$ cat config.mk
export PLATFORM = sky130hd
export DESIGN_NAME = btn_pulse_gen
export DESIGN_NICKNAME = d
export VERILOG_FILES = /design/src/rtl/btn_pkg.sv /design/src/rtl/btn_pulse_gen_debounce.sv /design/src/rtl/btn_pulse_gen.sv
export SDC_FILE = /design/constraint.sdc
export NUM_CORES = 1
export LEC_CHECK = 0
export CORE_MARGIN = 4
export CORE_UTILIZATION = 36
export DETAILED_ROUTE_END_ITERATION = 12
export PLACE_DENSITY = 0.56
export SYNTH_ARGS = -nofsm -noshare
export SYNTH_HDL_FRONTEND = slang
export SYNTH_SLANG_ARGS = --single-unit
$ cat constraint.sdc
create_clock -name clkBTN -period 1.95 [get_ports clkBTN]
set_clock_uncertainty 0.2 [all_clocks]
set_input_delay 0.195 -clock clkBTN [delete_from_list [all_inputs] [get_ports clkBTN]]
set_output_delay 0.195 -clock clkBTN [all_outputs]
set_load 0.02 [all_outputs]
$ cat src/rtl/btn_pkg.sv
// Shared button indices, vector type and repeat-FSM states for the pushbutton front-end.
package btn_pkg;

  localparam int NBTN  = 5;
  localparam int BTN_C = 4;
  localparam int BTN_L = 3;
  localparam int BTN_R = 2;
  localparam int BTN_U = 1;
  localparam int BTN_D = 0;

  typedef logic [NBTN-1:0] btn_vec_t;

  typedef enum logic [1:0] {
    IDLE  = 2'd0,
    DELAY = 2'd1,
    RPT   = 2'd2
  } rpt_state_t;

  // Highest-index set bit wins, so C beats L beats R beats U beats D.
  function automatic btn_vec_t onehot_hi(input btn_vec_t v);
    btn_vec_t r;
    r = '0;
    for (int i = 0; i < NBTN; i++) begin
      if (v[i]) begin
        r    = '0;
        r[i] = 1'b1;
      end
    end
    return r;
  endfunction

endpackage

$ cat src/rtl/btn_pulse_gen_debounce.sv
// One button: two-flop synchroniser followed by a consecutive-difference debounce counter.
module btn_debounce
  import btn_pkg::*;
#(
  parameter int DB_CYCLES = 3
) (
  input  logic clkBTN,
  input  logic rst,
  input  logic raw,
  output logic db
);

  localparam int CW = $clog2(DB_CYCLES + 1);

  logic          sync_p0;
  logic          sync_p1;
  logic [CW-1:0] cnt;

  // Stage p0/p1: synchroniser; then debounce against the current stable level.
  always_ff @(posedge clkBTN or posedge rst) begin
    if (rst) begin
      sync_p0 <= 1'b0;
      sync_p1 <= 1'b0;
      cnt     <= '0;
      db      <= 1'b0;
    end else begin
      sync_p0 <= raw;
      sync_p1 <= sync_p0;
      if (sync_p1 == db) begin
        cnt <= '0;
      end else if (cnt == CW'(DB_CYCLES)) begin
        db  <= sync_p1;
        cnt <= '0;
      end else begin
        cnt <= cnt + 1'b1;
      end
    end
  end

endmodule

$ cat src/rtl/btn_pulse_gen.sv
// Pushbutton front-end: debounce, rising-edge pulses and one-hot arbitration on clkBTN.
// Define BTN_AUTO_REPEAT_EN to auto-repeat U/D while held.
module btn_pulse_gen
  import btn_pkg::*;
#(
  parameter int DB_CYCLES    = 3,
  parameter int REPEAT_DELAY = 25,
  parameter int REPEAT_RATE  = 5
) (
  input  logic clkBTN,
  input  logic rst,
  input  logic btnC,
  input  logic btnL,
  input  logic btnR,
  input  logic btnU,
  input  logic btnD,
  output logic C,
  output logic L,
  output logic R,
  output logic U,
  output logic D,
  output logic held
);

  btn_vec_t raw;
  btn_vec_t db;
  btn_vec_t db_p1;
  btn_vec_t rise;
  btn_vec_t rpt_fire;
  btn_vec_t cand;
  btn_vec_t pulse_p2;

  assign raw = {btnC, btnL, btnR, btnU, btnD};

  for (genvar i = 0; i < NBTN; i++) begin : g_db
    btn_debounce #(.DB_CYCLES(DB_CYCLES)) u_db (
      .clkBTN (clkBTN),
      .rst    (rst),
      .raw    (raw[i]),
      .db     (db[i])
    );
  end

  assign rise = db & ~db_p1;
  assign cand = rise | rpt_fire;

  // Stage p1: edge history; stage p2: arbitrated output register.
  always_ff @(posedge clkBTN or posedge rst) begin
    if (rst) begin
      db_p1    <= '0;
      pulse_p2 <= '0;
    end else begin
      db_p1    <= db;
      pulse_p2 <= onehot_hi(cand);
    end
  end

  assign {C, L, R, U, D} = pulse_p2;
  assign held = |db;

`ifdef BTN_AUTO_REPEAT_EN
  localparam int RMAX = (REPEAT_DELAY > REPEAT_RATE) ? REPEAT_DELAY : REPEAT_RATE;
  localparam int RW   = $clog2(RMAX);

  rpt_state_t    state;
  logic [RW-1:0] rcnt;
  logic          sel_u;
  logic          sel_db;
  logic          cancel;
  logic          fire;

  assign sel_db = sel_u ? db[BTN_U] : db[BTN_D];
  // Leaving repeat mode suppresses any fire due in the same cycle.
  assign cancel = (state != IDLE) && (!sel_db || (|rise[BTN_C:BTN_R]));
  assign fire   = !cancel &&
                  (((state == DELAY) && (rcnt == RW'(REPEAT_DELAY - 1))) ||
                   ((state == RPT)   && (rcnt == RW'(REPEAT_RATE - 1))));

  always_comb begin
    rpt_fire        = '0;
    rpt_fire[BTN_U] = fire & sel_u;
    rpt_fire[BTN_D] = fire & ~sel_u;
  end

  always_ff @(posedge clkBTN or posedge rst) begin
    if (rst) begin
      state <= IDLE;
      rcnt  <= '0;
      sel_u <= 1'b0;
    end else begin
      case (state)
        IDLE: begin
          if (rise[BTN_U] || rise[BTN_D]) begin
            state <= DELAY;
            rcnt  <= '0;
            sel_u <= rise[BTN_U];
          end
        end
        DELAY, RPT: begin
          if (cancel) begin
            state <= IDLE;
            rcnt  <= '0;
          end else if (fire) begin
            state <= RPT;
            rcnt  <= '0;
          end else begin
            rcnt <= rcnt + 1'b1;
          end
        end
        default: begin
          state <= IDLE;
          rcnt  <= '0;
        end
      endcase
    end
  end
`else
  assign rpt_fire = '0;
`endif

endmodule

==> results.toml <==
[floorplan]
ioPinCount = 13
fp.dieArea_sq_um = 4360
dieWidth_um = 66.0
rows = 20
die_h_um = 66.0
coreArea_sq_um = 3130
initial_utilization_pct = 38.8

[timing]
fin_crit_sh_pct = 91.1
hold_violations = 0
fin_ws_ns = 0.174
fmax_ghz = 0.563
fin_crit_ns = 1.78
setup_viol = 0
report.final.slew_viol_count = 0
rsz0062_at_grt = "false"
slew_headroom_pct = 72.7
finalSetupTns_ns = 0
worst_pin_slew_ns = 0.410

[placed_design]
detailedPlace.worstSlack_ns = 0.293
place_congestion = 0.673
io_buffer_count = 12
hpwlAfterDp_um = 975

[synth]
synth.ff_latch_count = 35
yosysSeqAreaShare_pct = 72.2
syn_nets = 87
syn_avg_cell_area_sq_um = 16.2
synth_top_area_cell = "dfrtp_1"
synth_top_area_share_pct = 72.2
synth_area_leaders = "dfrtp_1 72%, ha_1 5.2%, mux2_1 4.6%"
ys_warn_count = 0
synth.cell_area_sq_um = 1210
synthCells = 75
ys_types = 15

[global_route]
grt_pass1_wl_um = 2640
grt_pass1_vias = 588
grt_use_total_pct = 8.57
grt_overflow = 0
antenna_found_initial = 0
grt_start_max_net_pins = 36

[clocking]
htree_levels = 2
cts_root_buf = "clkbuf_4"
clk_latency_ns = 0.33
cts_buffers = 5
cts_buffer_depth = 2
hold_buffers = 0
cts.sinks = 35
clk_pin_slew_ns = 0.10
cts_tree = "done"

[setup_path]
endpoint_kind = "primary output"
critPathRequiredTime_ns = 1.55
arrival_ns = 1.38
criticalPathCategory = "reg2out"
start_kind = "flop"
cp_max_fo = 5

[power_and_ir_drop]
ir_drop_mv = 0.399
power_density_nw_per_um2 = 1410
p_leak_nw = 0.672

[final_layout]
ff_latch_area_sq_um = 876
final_nets = 107
drive_above_1_share_pct = 15.6
diodes = 0
area_growth_pct = 19.1
fill_cells = 292
multi_input_area_sq_um = 329

[worst_hold_path]
min_path_type = "in2async"

[routing]
vias = 583
final_antenna_net_count = 0
post_drt_wl_per_cell_um = 10.3
drcViolationCount = 0
drt-total-wl_um = 1440
dr.pass1.iters = 2
dr.first_iter.drc_count = 9
vias_per_cell = 4.16

[job]
cap_violations = 0

[status]
status = "completed"
report_power, final:
group,internal [W],leakage (nW),total [W],switching [W]
Combinational,0.000316,0.211,0.000572,0.000256
Clock,0.000140,0.0293,0.000356,0.000216
Sequential,0.000967,0.432,0.00111,0.000147
Total,0.00142,0.672,0.00204,0.000619
registers in the layout (all words and copies together), names as in the netlist:
name,flops
g_db.u_db.cnt,10
g_db.u_db.sync_p0,5
g_db.u_db.db,5
db_p1,5
g_db.u_db.sync_p1,5
pulse_p2,5
cells in the mapped netlist (all sizes together):
| cell | n |
|---|---|
| and2 | 3 |
| dfrtp | 35 |
| ha | 5 |
| inv | 2 |
| mux2 | 5 |
| nand2 | 2 |
| nand2b | 3 |
| nand3 | 1 |
| nor2 | 3 |
| nor2b | 4 |
| nor3 | 3 |
| nor3b | 3 |
| nor4b | 1 |
| xnor2 | 2 |
| xor2 | 3 |
logic make-up after synthesis:
logic type / Yosys count / share of synthesized area [%]
xor gates and xnor gates: 5 / 3.61
adders and majority gates: 5 / 5.16
buffers and inverters: 2 / 0.619
DFF: 35 / 72.2
muxes: 5 / 4.64
and+or+nand+nor: 23 / 13.7
final cells by class:
cell class / count / area share [%]
inverter: 2 / 0.520
multi-input combinational: 38 / 22.8
clock buffer: 7 / 3.12
timing repair buffer: 13 / 8.75
clock inverter: 1 / 0.347
tap: 44 / 3.81
sequential: 35 / 60.7
worst max-delay path: stages (launching register included):
cell and delay, ns:
dfrtp_1 0.45, nor3_1 0.21, nand2_1 0.07, dlygate4sd2_1 0.32
through the flow:
stage | util, % | cells | power, W | hold WS [ns] | cell area (sq um)
floorplan | - | 75 | 0.00151 | 0.0264 | 1210
global placement | 44.6 | 132 | 0.00169 | 0.133 | 1400
detailed placement | 44.6 | 132 | 0.00172 | 0.135 | 1400
CTS | 46.2 | 140 | 0.00208 | 0.0462 | 1440
global route | 46.2 | 140 | 0.00222 | 0.0603 | 1440
finish | 46.2 | 140 | 0.00204 | 0.0360 | 1440
cell usage in the layout (no fill, tap or decap), drive strengths merged:
| cell type | count |
|---|---|
| dfrtp | 35 |
| nor4b | 1 |
| nor2 | 3 |
| nor3b | 3 |
| nand2 | 2 |
| clkinv | 1 |
| ha | 5 |
| nand3 | 1 |
| buf | 1 |
| nor2b | 4 |
| and2 | 3 |
| dlygate4sd2 | 1 |
| xor2 | 3 |
| nand2b | 3 |
| nor3 | 3 |
| clkdlybuf4s50 | 11 |
| inv | 2 |
| clkbuf | 7 |
| xnor2 | 2 |
| mux2 | 5 |
routing by layer:
| metal | vias up | share of wire, % | GRT usage, % |
|---|---|---|---|
| met3 | 2 | 7.5 | 5.61 |
| li1 | 287 | - | - |
| met5 | - | 0 | 0 |
| met2 | 16 | 46 | 11.4 |
| met1 | 278 | 46 | 10.4 |
| met4 | 0 | 0.42 | 4.57 |
path summary, 6_finish.rpt:
check                                          startpoint  slack [ns]                              to  cells after the start
min in group clkBTN                                  btnC        0.09  g_db[4].u_db.sync_p0$_DFF_PP0_                      1
hold reg to reg            g_db[1].u_db.sync_p0$_DFF_PP0_        0.15  g_db[1].u_db.sync_p1$_DFF_PP0_                      0
setup / recovery              g_db[4].u_db.db$_DFFE_PP0P_        0.17                            held                      3
hold / removal                                        rst        0.04   g_db[2].u_db.cnt[0]$_DFF_PP0_                      3
max in group asynchronous                             rst        1.21   g_db[0].u_db.cnt[1]$_DFF_PP0_                      3
setup reg to reg            g_db[2].u_db.cnt[0]$_DFF_PP0_        0.69     g_db[2].u_db.db$_DFFE_PP0P_                      2
what timing repair did:
action / 4_1_cts / 5_1_grt
buffers inserted: 0 / 0
endpoints found under the setup margin: 1 / 0
gates resized for setup: 1 / 0
Power figures use the tool's default switching activity.
